### config.mk
export PLATFORM = sky130hd
export DESIGN_NAME = ddr_pixel_writer
export DESIGN_NICKNAME = d
export VERILOG_FILES = /design/src/rtl/ddr_pixel_writer.sv
export SDC_FILE = /design/constraint.sdc
export NUM_CORES = 1
export LEC_CHECK = 0
export ABC_AREA = 1
export CAP_MARGIN = 10
export CORE_MARGIN = 1.5
export CORE_UTILIZATION = 60
export CTS_CLUSTER_DIAMETER = 80
export DETAILED_ROUTE_END_ITERATION = 7
export HOLD_SLACK_MARGIN = 0.05
export PLACE_DENSITY = 0.77
export SETUP_SLACK_MARGIN = 0.05
export SYNTH_ARGS = -nofsm -noshare
export SYNTH_HDL_FRONTEND = slang
export SYNTH_SLANG_ARGS = --single-unit
### constraint.sdc
create_clock -name clk -period 3 [get_ports clk]
set_clock_uncertainty 0.1 [all_clocks]
set_input_delay 0.6 -clock clk [delete_from_list [all_inputs] [get_ports clk]]
set_output_delay 0.6 -clock clk [all_outputs]
set_load 0.01 [all_outputs]
### src/rtl/ddr_pixel_writer.sv
// rtl/ddr_pixel_writer.sv - packs 4-bit pixels into 16-bit words and queues them for DDR writes
//
// Purpose: write-side client for the DDR controller. Per-pixel colour writes are
// merged into a partial 16-bit word (four 4-bit lanes, one per column within a
// group of four). Completed or displaced words go into a small FIFO. The FIFO
// head is offered to the DDR controller over a request/acknowledge handshake.
//
// Ports:
//   clk, rst          clock, asynchronous active-low reset
//   pixelValid/Ready  pixel write handshake; pixelRow/Column/Color carry the pixel
//   flush             push the current partial word (deferred while the FIFO is full)
//   writeRequest      FIFO head valid; writeAck pops the head
//   writeAddress/Data/NibbleEn  head word contents (zero while the FIFO is empty)
//   fifoLevel         words currently queued
//   dropped           sticky: a pixel was offered while pixelReady was low
module ddr_pixel_writer #(
  parameter int DEPTH      = 8,
  parameter int ADDR_WIDTH = 23
) (
  input  logic                    clk,
  input  logic                    rst,
  input  logic                    pixelValid,
  output logic                    pixelReady,
  input  logic [8:0]              pixelRow,
  input  logic [9:0]              pixelColumn,
  input  logic [2:0]              pixelColor,
  input  logic                    flush,
  output logic                    writeRequest,
  input  logic                    writeAck,
  output logic [ADDR_WIDTH-1:0]   writeAddress,
  output logic [15:0]             writeData,
  output logic [3:0]              writeNibbleEn,
  output logic [$clog2(DEPTH):0]  fifoLevel,
  output logic                    dropped
);

  localparam int PTR_W = $clog2(DEPTH);
  localparam int LVL_W = PTR_W + 1;

  // Partial word being assembled
  logic        part_valid_q, part_valid_d;
  logic [16:0] part_addr_q,  part_addr_d;
  logic [15:0] part_data_q,  part_data_d;
  logic [3:0]  part_en_q,    part_en_d;
  logic        flush_pend_q, flush_pend_d;
  logic        dropped_q,    dropped_d;

  // FIFO storage and pointers
  logic [16:0]      mem_addr [DEPTH];
  logic [15:0]      mem_data [DEPTH];
  logic [3:0]       mem_en   [DEPTH];
  logic [PTR_W-1:0] wr_ptr_q, wr_ptr_d;
  logic [PTR_W-1:0] rd_ptr_q, rd_ptr_d;
  logic [LVL_W-1:0] level_q,  level_d;

  // Combinational helpers
  logic [16:0] pix_addr;
  logic [1:0]  lane;
  logic [3:0]  lane_sh;
  logic [15:0] lane_mask;
  logic [15:0] lane_data;
  logic [3:0]  lane_en;
  logic [15:0] merged_data;
  logic [3:0]  merged_en;
  logic        fifo_full;
  logic        fifo_empty;
  logic        accept;
  logic        pop;
  logic        push;
  logic [16:0] push_addr;
  logic [15:0] push_data;
  logic [3:0]  push_en;

  always_comb begin
    pix_addr    = {pixelRow, pixelColumn[9:2]};
    lane        = pixelColumn[1:0];
    lane_sh     = {lane, 2'b00};
    lane_mask   = 16'h000F << lane_sh;
    lane_data   = {13'd0, pixelColor} << lane_sh;
    lane_en     = 4'b0001 << lane;
    merged_data = (part_data_q & ~lane_mask) | lane_data;
    merged_en   = part_en_q | lane_en;

    fifo_full   = (level_q == LVL_W'(DEPTH));
    fifo_empty  = (level_q == '0);
    // Registered level only: a pop in this cycle does not open a slot early.
    pixelReady  = !fifo_full && !flush && !flush_pend_q;
    accept      = pixelValid && pixelReady;
    pop         = !fifo_empty && writeAck;

    push         = 1'b0;
    push_addr    = part_addr_q;
    push_data    = part_data_q;
    push_en      = part_en_q;
    part_valid_d = part_valid_q;
    part_addr_d  = part_addr_q;
    part_data_d  = part_data_q;
    part_en_d    = part_en_q;
    flush_pend_d = flush_pend_q;
    dropped_d    = dropped_q | (pixelValid && !pixelReady);

    if (accept) begin
      if (part_valid_q && (part_addr_q == pix_addr)) begin
        if (lane == 2'd3) begin
          // Lane 3 closes the word: push the merged result directly.
          push         = 1'b1;
          push_data    = merged_data;
          push_en      = merged_en;
          part_valid_d = 1'b0;
        end else begin
          part_data_d = merged_data;
          part_en_d   = merged_en;
        end
      end else begin
        // Different address (or nothing held): the old word leaves as-is and the
        // new pixel starts a fresh partial word, even if it lands in lane 3.
        push         = part_valid_q;
        part_valid_d = 1'b1;
        part_addr_d  = pix_addr;
        part_data_d  = lane_data;
        part_en_d    = lane_en;
      end
    end else if ((flush || flush_pend_q) && part_valid_q) begin
      if (!fifo_full) begin
        push         = 1'b1;
        part_valid_d = 1'b0;
        flush_pend_d = 1'b0;
      end else begin
        flush_pend_d = 1'b1;
      end
    end else if (!part_valid_q) begin
      flush_pend_d = 1'b0;
    end

    wr_ptr_d = push ? wr_ptr_q + 1'b1 : wr_ptr_q;
    rd_ptr_d = pop  ? rd_ptr_q + 1'b1 : rd_ptr_q;
    level_d  = level_q + LVL_W'(push) - LVL_W'(pop);
  end

  always_ff @(posedge clk or negedge rst) begin
    if (!rst) begin
      part_valid_q <= 1'b0;
      part_addr_q  <= '0;
      part_data_q  <= '0;
      part_en_q    <= '0;
      flush_pend_q <= 1'b0;
      dropped_q    <= 1'b0;
      wr_ptr_q     <= '0;
      rd_ptr_q     <= '0;
      level_q      <= '0;
    end else begin
      part_valid_q <= part_valid_d;
      part_addr_q  <= part_addr_d;
      part_data_q  <= part_data_d;
      part_en_q    <= part_en_d;
      flush_pend_q <= flush_pend_d;
      dropped_q    <= dropped_d;
      wr_ptr_q     <= wr_ptr_d;
      rd_ptr_q     <= rd_ptr_d;
      level_q      <= level_d;
    end
  end

  // Storage needs no reset: the head outputs are masked whenever the FIFO is empty.
  always_ff @(posedge clk) begin
    if (push) begin
      mem_addr[wr_ptr_q] <= push_addr;
      mem_data[wr_ptr_q] <= push_data;
      mem_en[wr_ptr_q]   <= push_en;
    end
  end

  assign writeRequest  = !fifo_empty;
  assign writeAddress  = writeRequest ? ADDR_WIDTH'(mem_addr[rd_ptr_q]) : '0;
  assign writeData     = writeRequest ? mem_data[rd_ptr_q] : '0;
  assign writeNibbleEn = writeRequest ? mem_en[rd_ptr_q] : '0;
  assign fifoLevel     = level_q;
  assign dropped       = dropped_q;

endmodule

# [Yosys cells after proc, flatten, opt, wreduce, memory -nomap -nowiden]
# Memory sizes are Yosys's and may differ from the RTL's.
# Index checks and enable logic that the tools add are counted.
[classes] add_sub_neg=4 n_mul=0 n_div=0 order_cmp=0 n_eq_ne=7 shift=3 n_mux=28 bitwise_logic=7 n_reduce_logical=19
[op_table] op="$mux W16" count=6
[op_table] op="$mux W4" count=6
[op_table] op="$eq A17 B17 Y1" count=1
[op_table] op="$mux W17" count=1
[op_table] op="$and A16 B16 Y16" count=1
[op_table] op="$not A16 Y16" count=1
[op_table] op="$or A16 B16 Y16" count=1
[op_table] op="$shl A3 B4 Y16" count=1
[op_table] op="$shl A4 B4 Y16 const A" count=1
[op_table] op="$mux W1" count=15
[op_table] op="$logic_and A1 B1 Y1" count=7
[op_table] op="$add A3 B1 Y3 const B" count=2
[op_table] op="$reduce_and A2 Y1" count=3
[op_table] op="$logic_not A1 Y1" count=5
[op_table] op="$add A4 B1 Y4" count=1
[op_table] op="$eq A4 B4 Y1 const B" count=1
[op_table] op="$logic_not A4 Y1" count=1
[op_table] op="$ne A2 B1 Y1 const B" count=2
[op_table] op="$or A4 B4 Y4" count=1
[op_table] op="$shl A1 B2 Y4 const A" count=1
[op_table] op="$sub A4 B1 Y4" count=1
[op_table] op="$ne A3 B2 Y1 const B" count=1
[op_table] op="$reduce_and A3 Y1" count=1
[op_table] op="$eq A2 B2 Y1 const B" count=1
[op_table] op="other kinds (5)" count=6
[totals] ff_bits=50 latch_bits=0 ram_bits=296 romBits=0 output_inout_bits=50 wordCells=80 memories=3
[memory_table] name="mem_addr" words=8 word_bits=17 read_ports=1 rd_ports_with_merged_regs=0 wr=1 line="49" rtl="logic [16:0] mem_addr [DEPTH];"
[memory_table] name="mem_data" words=8 word_bits=16 read_ports=1 rd_ports_with_merged_regs=0 wr=1 line="50" rtl="logic [15:0] mem_data [DEPTH];"
[memory_table] name="mem_en" words=8 word_bits=4 read_ports=1 rd_ports_with_merged_regs=0 wr=1 line="51" rtl="logic [3:0] mem_en [DEPTH];"

# [Depth between registers and ports, before layout]
# Gate-level depths: netlist (run 1).
[logic_depth] ltp_word=8 ltp_mapped=17 depth_no_buf=16

# [Worst setup path after synthesis (run 1)]
# Ideal clock, no wire load.
[synth_timing] kind="input-to-reg" start="in pixelColumn[8]" end="reg level_q[2] (netlist: fifoLevel[2])" arrival_ps=2548 required_time_ps=2777 slack_ps=229 cell_stages=16 n_path_buf=1 cell_sequence="inv_1 -> nand2_1 -> nand2_1 -> nor2_1 -> nand2_1 -> nor2_2 -> nand4_2 -> nand3_2 -> buf_4 -> inv_2 -> ha_1 -> inv_1 -> ha_1 -> inv_1 -> fa_1 -> xnor2_1"
[synth_via] elab_chain_cells=6
[synth_lines] element="from (decl)" line="25" rtl="input logic [9:0] pixelColumn,"
[synth_lines] element="$eq A17 B17 Y1" line="103" rtl="if (part_valid_q && (part_addr_q == pix_addr)) begin"
[synth_lines] element="$logic_and A1 B1 Y1" line="103"
[synth_lines] element="$mux W1" line="103"
[synth_lines] element="$mux W1" line="102" rtl="if (accept) begin"
[synth_lines] element="$add A4 B1 Y4" line="137" rtl="level_d = level_q + LVL_W'(push) - LVL_W'(pop);"
[synth_lines] element="$sub A4 B1 Y4" line="137"
[synth_lines] element="via level_d[2]" line="54" rtl="logic [LVL_W-1:0] level_q, level_d;"
[synth_lines] element="to (signal assigned)" line="160" rtl="level_q <= level_d;"
[synth_lines] element="to (decl)" line="54"
# The timed path passes the listed nets, and every way through them passes these cells.
# A chain may end at the register's enable or synchronous reset.

# [Final worst setup path (run 1)]
[layout_timing] start="reg rd_ptr_q[0]" end="out writeAddress[9]"
[layout_via] elab_chain_cells=2
[layout_lines] element="from (decl)" line="53" rtl="logic [PTR_W-1:0] rd_ptr_q, rd_ptr_d;"
[layout_lines] element="from (signal assigned)" line="159" rtl="rd_ptr_q <= rd_ptr_d;"
[layout_lines] element="$mem_v2 Z8 W17"
[layout_lines] element="$mux W17" line="174" rtl="assign writeAddress = writeRequest ? ADDR_WIDTH'(mem_addr[rd_ptr_q]) : '0;"
[layout_lines] element="to (decl)" line="30" rtl="output logic [ADDR_WIDTH-1:0] writeAddress,"
# No other way between the ends.

==> results.md, run 1 <==
- Tot GR Track Use: 29.0%
- Peak supply drop: 0.559 mV
- P_leak: 6.43 nW
- Crit path time final: 2890 ps
- Global route total overflow: 0
- Post-route DRC: 0
- Share of the yosys chip area belonging to registers: between 70% and 80%
- Total chip power: 0.0171 W
- RSZ-0062 raised after global routing: yes
- Max-cap viol count: 0
- Layout Area Growth over Synthesis: 20.5%
- Data arrival, critical path: 2190 ps
- Commonest non-fill, non-tap cell in the layout: edfxtp_1
- GP Congestion: 0.858
- Part of the power in combinational logic: 37.8%
- Critical Path RT: 2300 ps
- Final Max Slew Viols: 0
- Post-synth EDFFs: 296
- Post-synth top area cell: edfxtp_1
- Fin crit share: a little over nine tenths
- Most frequent cells in the layout: edfxtp_1, nor2_1, o21ai_0, nand2_1, o21ai_1
- Mapped Area: between 10,000 and 15,000 sq um
- Final Hold Fails: 0
- Top FF cell, synth: edfxtp_1
- Initial antenna violation count: 0
- Post-route ant nets: 0
- Vias after detailed routing: 9,794
- Crit Path Class: reg -> out
- Largest net degree at the start of global routing: between 50 and 60
- DIE WIDTH: 157 um
- Clock transition at path regs: 60 ps
- Vias in the first global route: 9,678
- CTS tree: done
- Internal: ~0.011 W
- IO Pins: 77
- Critical path endpoint category: output pin
- Root Buffer: clkbuf_16
- Ys async rst share: 14.5%
- WL final: 34,500 um
- Drt first pass iters: 5
- Post-synth cell types: 36
- PD cells: 998 nW/um^2
- Antenna diodes: 0
- Core Area: 23,300 sq um
- Mean area per synthesized cell: 11.7 sq um
- Num CTS Buffers: 34
- Slew HR: a little under half
- Final setup fails: 0
- CP startpoint kind: flop
- Initial Util: 60.8%
- Clock latency on the worst-skew pair: 530 ps
- Synth top area share: around 63%
- Iteration-0 DRC Markers: about 850
- IO buf count: 70
- Syn. warnings: 0
- Top post-synthesis cells by area: edfxtp_1, dfrtp_1, nor2_1
- Drt via density: 5.89
- Hold Path Class: reg -> reg
- Nets: 1,354
- Seq pwr share: 38.3%
- Chip height: 157 um
- Crit Path Max Fanout: 26
- Total die area: approximately 25,000 sq um
- Net Sw Frac: 35.8%
- CTS Buffer Depth: 3
- Setup WS post-layout: 106 ps
- Status: complete, no violations
- First-pass GRT wire length: 53,000 um
- NetSw: 0.00610 W
- Drt wl/cell: 20.8 um
- Mapped Cells: 1,214
- Share of cells above drive strength 1: between 10% and 20%
- Power share of the clock group: 23.9%
- H-tree level count: 2
- Yosys reg bits: 346
- Row count: 56
- Worst-margin pin slew: 795 ps
- Max Fclk: 0.346 GHz
- Total clock sinks: 346
- Pre-CTS WS: -397 ps
- Dpl hpwl: between 15,000 and 20,000 um
==> metal layers <==
metal / track usage, % / vias up / routed length (um)
met1: 38.3 / 4725 / 13200
met4: 12.6 / 0 / 1210
met2: 48.0 / 502 / 17000
li1: - / 4467 / -
met5: 0 / - / 0
met3: 4.65 / 100 / 3070
==> final timing paths <==
path	start	endpoint	slack (ps)	cells after the start
setup / recovery	rd_ptr_q[0]$_DFFE_PN0P_	writeAddress[9]	110	7
hold / removal	dropped$_DFF_PN0_	dropped$_DFF_PN0_	380	1
setup reg to reg	part_addr_q[7]$_DFFE_PN0P_	fifoLevel[1]$_DFF_PN0_	160	15
hold reg to reg	dropped$_DFF_PN0_	dropped$_DFF_PN0_	380	1
max in group asynchronous	rst	rd_ptr_q[0]$_DFFE_PN0P_	2000	3
min in group asynchronous	rst	part_addr_q[14]$_DFFE_PN0P_	510	3
==> worst max-delay path: stages (launching register included) <==
cell and delay (ps):
dfrtp_4 520, clkinv_8 130, buf_12 180, o21ai_0 220, o22ai_1 100, o21ai_1 170, a31oi_1 70, clkdlybuf4s15_1 250
==> synth_stat cells (9+ instances only) <==
cell / instances
a31oi_1: 37
buf_2: 11
buf_4: 9
clkbuf_1: 60
dfrtp_1: 50
edfxtp_1: 296
inv_1: 55
inv_2: 13
nand2_1: 114
nand3_1: 19
nor2_1: 245
o21ai_0: 168
o21ai_1: 47
o22ai_1: 37
==> power groups by stage <==
stage                     Clock (W)  Sequential [W]  Combinational [W]
final                       0.00408         0.00653            0.00645
after global placement            0         0.00653            0.00594
after floorplan                   0         0.00642            0.00342
after CTS                   0.00408         0.00650            0.00640
after detailed placement          0         0.00657            0.00609
after global routing        0.00428         0.00658            0.00703
==> final cells by class <==
| cell class | instances | area (sq um) |
|---|---|---|
| sequential | 346 | 10200 |
| fill | 1476 | 6230 |
| multi-input combinational | 716 | 3520 |
| inverter | 68 | 273 |
| clock inverter | 20 | 149 |
| clock buffer | 41 | 908 |
| timing repair buffer | 152 | 1700 |
| tap | 319 | 399 |
==> repair_timing <==
item	CTS	global route
gates resized for setup	91	106
pin swaps	2	16
gates cloned	6	0
endpoints found under the hold margin	50	0
endpoints found under the setup margin	37	39
setup buffers	4	2
hold buffers	1	0
==> per-stage QoR <==
stage	cells	util [%]	setup TNS [ps]	hold slack, ps	area [sq um]
finish	1662	73.3	0	381	17100
detailed placement	1590	67.6	-1680	368	15800
CTS	1662	73.3	-95.9	386	17100
global placement	1590	67.6	-489	366	15800
global route	1662	73.3	-29.1	404	17100
floorplan	1219	-	0	204	14200
==> registers in the layout, summed over array words and instances, names as in the netlist <==
register	count
rd_ptr_q	3
part_addr_q	17
mem_addr	136
mem_data	128
part_en_q	4
dropped	1
flush_pend_q	1
fifoLevel	4
part_valid_q	1
wr_ptr_q	3
part_data_q	16
mem_en	32
==> cells by family (layout without fill, tap and decap cells) <==
group           count (synthesis)  after routing  share of synthesized area, %
simple gates                  395            395                          11.2
flops                         346            346                          71.5
compound gates                299            299                          11.3
buf+inv                       157            281                          4.75
fa+ha+maj                       9              9                         0.847
xor+xnor                        7              7                         0.432
other cells                     1              6                        0.0264
Note: power is estimated with default switching activity, not from simulation.
==> run 2, diff against run 1 <==
- CORE_UTILIZATION: 60 -> 50
- PLACE_DENSITY: 0.77 -> 0.65
==> run 2 against run 1 <==
Against the previous run:
- first-iteration DRC count fell by 9.5%
- final cell count rose by 4.2%
- routed wire length fell by 4.1%
- critical path depth did not move
- critical endpoint is now writeData[1]
- maximum frequency fell by 0.46%
- sequential share of layout area fell by 0.89 points
- register-to-register slack improved by 20 ps
- non-clock buffer count rose by 8
- global-route usage fell by 5.9 points
- die area rose by 20%
- clock power rose by 4%
==> results.md, run 2 (synthesis gave the netlist of run 1 again) <==
- Status: complete, no violations (unchanged)
- Chip height: 171 um (was 157 um)
- Layout Area Growth over Synthesis: 22.3% (was 20.5%)
- H-tree level count: 2 (unchanged)
- Reg-to-reg slack, setup: 180 ps (was 160 ps)
- Critical path endpoint category: output pin (unchanged)
- Total chip power: 0.0172 W (was 0.0171 W)
- Data arrival, critical path: 2210 ps (was 2190 ps)
- Pre-CTS WS: -355 ps (was -397 ps)
- Post-route DRC: 0 (unchanged)
- Peak supply drop: 0.514 mV (was 0.559 mV)
- Crit Path Class: reg -> out (unchanged)
- Max-cap viol count: 0 (unchanged)
- GP Congestion: 0.789 (was 0.858)
- Max FFs per register: 136 (unchanged)
- Dpl hpwl: 18,700 um (was 19,000 um)
- Vias in the first global route: 9,110 (was 9,678)
- Share of cells above drive strength 1: 15.4% (was 16.1%)
- Final setup fails: 0 (unchanged)
- Nets: 1,363 (was 1,354)
- Tot GR Track Use: 23.1% (was 29.0%)
- Largest net degree at the start of global routing: 43 (was 51)
- IO Pins: 77 (unchanged)
- Iteration-0 DRC Markers: 771 (was 852)
- Slew HR: 22.5% (was 46.4%)
- Fin crit share: 96.9% (was 96.5%)
- Post-route cell area: 17,300 sq um (was 17,100 sq um)
- Crit path time final: 2910 ps (was 2890 ps)
- Largest Register: mem_addr (unchanged)
- Core Util, Final: 62.3% (was 73.3%)
- Global route total overflow: 0 (unchanged)
- Commonest non-fill, non-tap cell in the layout: edfxtp_1 (unchanged)
- Worst-margin pin slew: 1150 ps (was 795 ps)
- P_leak: 6.52 nW (was 6.43 nW)
- Post-route setup TNS: 0 ps (unchanged)
- Crit Path Max Fanout: 18 (was 26)
- # fillers: 2,133 (was 1,476)
- Final Max Slew Viols: 0 (unchanged)
- Cell Area, Placed: 15,900 sq um (was 15,800 sq um)
- Post-route ant nets: 0 (unchanged)
- CP startpoint kind: flop (unchanged)
- Final Hold Fails: 0 (unchanged)
- Setup WS post-layout: 92.9 ps (was 106 ps)
- Critical Path RT: 2300 ps (about the same)
- Root Buffer: clkbuf_16 (unchanged)
- CTS Buffer Depth: 3 (unchanged)
- Drt wl/cell: 19.1 um (was 20.8 um)
- Initial antenna violation count: 1 (was 0)
- Row count: 61 (was 56)
- CP max stage delay: 500 ps (was 520 ps)
- Hold Path Class: in -> async (was reg -> reg)
- Buf/Inv on CP: 3 (unchanged)
- CP delay by family, top: buffers and inverters (unchanged)
- IO buf count: 70 (unchanged)
- Total clock sinks: 346 (unchanged)
- Drt first pass iters: 5 (unchanged)
- CTS tree: done (unchanged)
- First-pass GRT wire length: 51,000 um (was 53,000 um)
- Total die area: 29,400 sq um (was 24,600 sq um)
- Clock latency on the worst-skew pair: 510 ps (was 530 ps)
- Vias after detailed routing: 9,483 (was 9,794)
- Num CTS Buffers: 35 (was 34)
- Core Area: 27,900 sq um (was 23,300 sq um)
- PD cells: 991 nW/um^2 (was 998 nW/um^2)
- Worst-path cell chain: buf_4 > buf_12 > o21ai_0 > o22ai_1 > o21ai_1 > a31oi_1 > dlygate4sd2_1 (was clkinv_8 > buf_12 > o21ai_0 > o22ai_1 > o21ai_1 > a31oi_1 > clkdlybuf4s15_1)
- Max Fclk: 0.344 GHz (was 0.346 GHz)
- Most frequent cells in the layout: edfxtp_1, nor2_1, o21ai_0, nand2_1, o21ai_1 (unchanged)
- RSZ-0062 raised after global routing: yes (unchanged)
- Clock transition at path regs: 60 ps (about the same)
- Drt via density: 5.48 (was 5.89)
- Top flop regs: mem_addr x136, mem_data x128, mem_en x32 (unchanged)
- Initial Util: 50.9% (was 60.8%)
- Slowest CP cell: dfrtp_4 (unchanged)
- DIE WIDTH: 171 um (was 157 um)
- WL final: 33,100 um (was 34,500 um)
## run 2: cell types whose count changed in the layout (fill, tap and decap cells not counted), sizes merged, moves of 2 or more
| cell | previous run | this run |
|---|---|---|
| buf | 88 | 98 |
| clkbuf | 62 | 67 |
| clkdlybuf4s15 | 5 | 7 |
| clkinv | 17 | 9 |
| dlygate4sd2 | 3 | 7 |
## run 2: final timing paths
path	start	endpoint	cells past startpoint
min in group clk	dropped$_DFF_PN0_	dropped$_DFF_PN0_	1
worst max register to register	fifoLevel[2]$_DFF_PN0_	fifoLevel[2]$_DFF_PN0_	12
worst max-delay path	rd_ptr_q[0]$_DFFE_PN0P_	writeData[1]	7
max in group asynchronous	rst	rd_ptr_q[0]$_DFFE_PN0P_	3
worst min register to register	dropped$_DFF_PN0_	dropped$_DFF_PN0_	1
worst min-delay path	rst	dropped$_DFF_PN0_	2
## run 2: cell type report
cell class | instances | area [sq um] | share of cell area [%]
Antenna cell | 1 | 2.50 | 0.0144
Clock buffer | 53 | 1060 | 6.09
Clock inverter | 10 | 75.1 | 0.433
Inverter | 68 | 273 | 1.57
Multi-Input combinational cell | 716 | 3460 | 20.0
Sequential cell | 346 | 10100 | 58.5
Tap cell | 378 | 473 | 2.73
Timing Repair Buffer | 160 | 1860 | 10.7
## run 2: per-stage QoR
step	hold WS, ps	instances
2_1_floorplan	204	1219
3_3_place_gp	332	1653
3_5_place_dp	337	1653
4_1_cts	333	1729
5_1_grt	350	1731
6_report	343	1732
## run 2: per-layer routing
layer,part of all wire (%),global-route usage (%),up-vias
met1,44,31.9,4623
met2,48,38.3,312
met4,2.0,6.10,0
met5,0,0,-
li1,-,-,4488
met3,6.2,3.73,60
## run 2: report_power, final
part	total (W)	internal, W	switching (W)
logic	0.00650	0.00266	0.00384
clock network	0.00423	0.00252	0.00171
registers	0.00647	0.00607	0.000405
## run 2: timing repair
action,in CTS,in global routing
endpoints found under the setup margin,37,36
hold buffers,1,0
setup buffers,5,0
gates cloned,7,2
endpoints found under the hold margin,3,0
gates resized for setup,88,72
pin swaps,2,9
==> run 3, diff against run 2 <==
- GPL_TIMING_DRIVEN: not set -> 0
- MAX_ROUTING_LAYER: not set -> met4
==> run 3 against run 2 <==
Against the previous run:
- hold slack worse by 51 ps
- final cell count increased by 0.69%
- global-route usage up 2.9 points
- die area unchanged
- sequential power about the same
- final area down 2.1%
- via count grew 2.2%
- total power grew 0.10%
- flip-flop and latch count unchanged
- critical path type unchanged
- critical endpoint is now writeAddress[14]
- largest power group is now registers
==> results.md, run 3 (synthesis gave the netlist of run 1 again) <==
- Antenna diodes: 0 (was 1)
- Clock transition at path regs: 60 ps (about the same)
- WL final: 36,100 um (was 33,100 um)
- Worst-margin pin slew: 1080 ps (was 1150 ps)
- Data arrival, critical path: 2180 ps (was 2210 ps)
- Final Hold Fails: 0 (unchanged)
- Reg-to-reg slack, setup: 200 ps (was 180 ps)
- Core Area: 27,900 sq um (unchanged)
- Drt wl/cell: 20.7 um (was 19.1 um)
- IO buf count: 70 (unchanged)
- Status: complete, no violations (unchanged)
- Max FFs per register: 136 (unchanged)
- Nets: 1,376 (was 1,363)
- Critical R2R Launch: part_addr_q[5]$_DFFE_PN0P_ (was fifoLevel[2]$_DFF_PN0_)
- Pre-CTS WS: -858 ps (was -355 ps)
- Seq pwr share: 37.5% (was 37.6%)
- CP startpoint kind: flop (unchanged)
- Post-route setup TNS: 0 ps (unchanged)
- Total chip power: 0.0172 W (about the same)
- Critical path endpoint category: output pin (unchanged)
- P_leak: 6.45 nW (was 6.52 nW)
- Drt first pass iters: 5 (unchanged)
- Power share of the clock group: 25.7% (was 24.6%)
- Crit Path Max Fanout: 10 (was 18)
- Most frequent cells in the layout: edfxtp_1, nor2_1, o21ai_0, nand2_1, o21ai_1 (unchanged)
- Final Max Slew Viols: 0 (unchanged)
- Core Util, Final: 61.0% (was 62.3%)
- Slew HR: 27.3% (was 22.5%)
- Vias after detailed routing: 9,690 (was 9,483)
- Dpl hpwl: 21,400 um (was 18,700 um)
- Share of cells above drive strength 1: 17.2% (was 15.4%)
- Total clock sinks: 346 (unchanged)
- Max Fclk: 0.348 GHz (was 0.344 GHz)
- Reg-to-Reg End: fifoLevel[2]$_DFF_PN0_ (unchanged)
- Crit Path Class: reg -> out (unchanged)
- Critical Path RT: 2300 ps (about the same)
- Post-route ant nets: 0 (unchanged)
- Num CTS Buffers: 35 (unchanged)
- Internal: 0.0110 W (was 0.0112 W)
- CP Capture Point: writeAddress[14] (was writeData[1])
- First-pass GRT wire length: 54,200 um (was 51,000 um)
- Setup WS post-layout: 123 ps (was 92.9 ps)
- CTS Buffer Depth: 3 (unchanged)
- Worst Reg-to-Reg Cells: 16 (was 12)
- Fin crit share: 95.9% (was 96.9%)
- Crit path time final: 2880 ps (was 2910 ps)
- Chip height: 171 um (unchanged)
- Net Sw Frac: 36.2% (was 34.6%)
- RSZ-0062 raised after global routing: yes (unchanged)
- Iteration-0 DRC Markers: 972 (was 771)
- Commonest non-fill, non-tap cell in the layout: edfxtp_1 (unchanged)
- Max-cap viol count: 0 (unchanged)
- Post-route DRC: 0 (unchanged)
- Part of the power in combinational logic: 36.8% (was 37.8%)
- Peak supply drop: 0.612 mV (was 0.514 mV)
- Vias in the first global route: 9,359 (was 9,110)
- Top flop regs: mem_addr x136, mem_data x128, mem_en x32 (unchanged)
- Initial antenna violation count: 0 (was 1)
- Root Buffer: clkbuf_16 (unchanged)
- Clock latency on the worst-skew pair: 520 ps (was 510 ps)
- Global route total overflow: 0 (unchanged)
- Tot GR Track Use: 25.9% (was 23.1%)
- Final setup fails: 0 (unchanged)
- Setup crit start: rd_ptr_q[0]$_DFFE_PN0P_ (unchanged)
- Largest net degree at the start of global routing: 38 (was 43)
- Largest Register: mem_addr (unchanged)
- CTS tree: done (unchanged)
- H-tree level count: 2 (unchanged)
- DIE WIDTH: 171 um (unchanged)
- GP Congestion: 0.852 (was 0.789)
- NetSw: 0.00623 W (was 0.00595 W)
- Initial Util: 50.9% (unchanged)
- IO Pins: 77 (unchanged)
- Drt via density: 5.56 (was 5.48)
- Hold Path Class: in -> reg (was in -> async)
- Row count: 61 (unchanged)
- PD cells: 1010 nW/um^2 (was 991 nW/um^2)
- Total die area: 29,400 sq um (unchanged)
- Layout Area Growth over Synthesis: 19.8% (was 22.3%)
-- run 3: worst min-delay path by stage --
| stage | slack, ps | depth (start not counted) | start | end |
|---|---|---|---|---|
| detailed placement | 360 | 2 | part_en_q[2]$_DFFE_PN0P_ | part_en_q[2]$_DFFE_PN0P_ |
| floorplan | 200 | 0 | rst | dropped$_DFF_PN0_ |
| finish | 290 | 3 | pixelRow[3] | part_addr_q[11]$_DFFE_PN0P_ |
| global placement | 360 | 2 | part_en_q[1]$_DFFE_PN0P_ | part_en_q[1]$_DFFE_PN0P_ |
| CTS | 370 | 2 | part_en_q[2]$_DFFE_PN0P_ | part_en_q[2]$_DFFE_PN0P_ |
| global route | 300 | 3 | pixelColumn[7] | part_addr_q[5]$_DFFE_PN0P_ |
-- run 3: critical path, stage by stage, from the launching register on --
cell and delay [ps]:
dfrtp_2 470, inv_4 100, buf_12 150, clkbuf_2 280, o21ai_0 160, a31oi_2 300
buf_2 190
-- run 3: power groups by stage --
stage	combinational (W)	clock, W	sequential (W)
after CTS	0.00630	0.00444	0.00646
after global placement	0.00604	0	0.00651
final	0.00633	0.00442	0.00646
after global routing	0.00694	0.00464	0.00652
after detailed placement	0.00613	0	0.00654
after floorplan	0.00342	0	0.00642
-- run 3: metal layers --
| layer | global-route usage, % | part of all wire, % | vias up | wire, um |
|---|---|---|---|---|
| li1 | - | - | 4514 | - |
| met1 | 35.3 | 44 | 4770 | 16000 |
| met2 | 40.2 | 47 | 339 | 16800 |
| met3 | 4.35 | 6.7 | 67 | 2410 |
| met4 | 8.35 | 2.4 | 0 | 855 |
| met5 | - | 0 | - | 0 |
-- run 3: cell type report --
type | count | area [sq um]
multi-input cells | 716 | 3530
flip-flops and latches | 346 | 10200
clock inverters | 11 | 130
clock buffers | 52 | 1030
repair buffers | 84 | 656
well taps | 378 | 473
fillers | 2210 | 10900
inverters | 68 | 275
plain buffers | 89 | 734
-- run 3: what timing repair did --
action                                  CTS  global route
hold buffers                              1             0
endpoints found under the setup margin  336           168
pin swaps                                 7            23
resized for setup                       199           124
setup buffers                             5             7
hold endpoints to repair                 25             0
-- run 3: per-stage QoR --
stage,hold WS [ps],cell area [sq um],std cells
finish,292,17000,1744
global route,304,17000,1744
CTS,374,16900,1737
global placement,359,15400,1667
detailed placement,357,15400,1668
floorplan,204,14200,1219
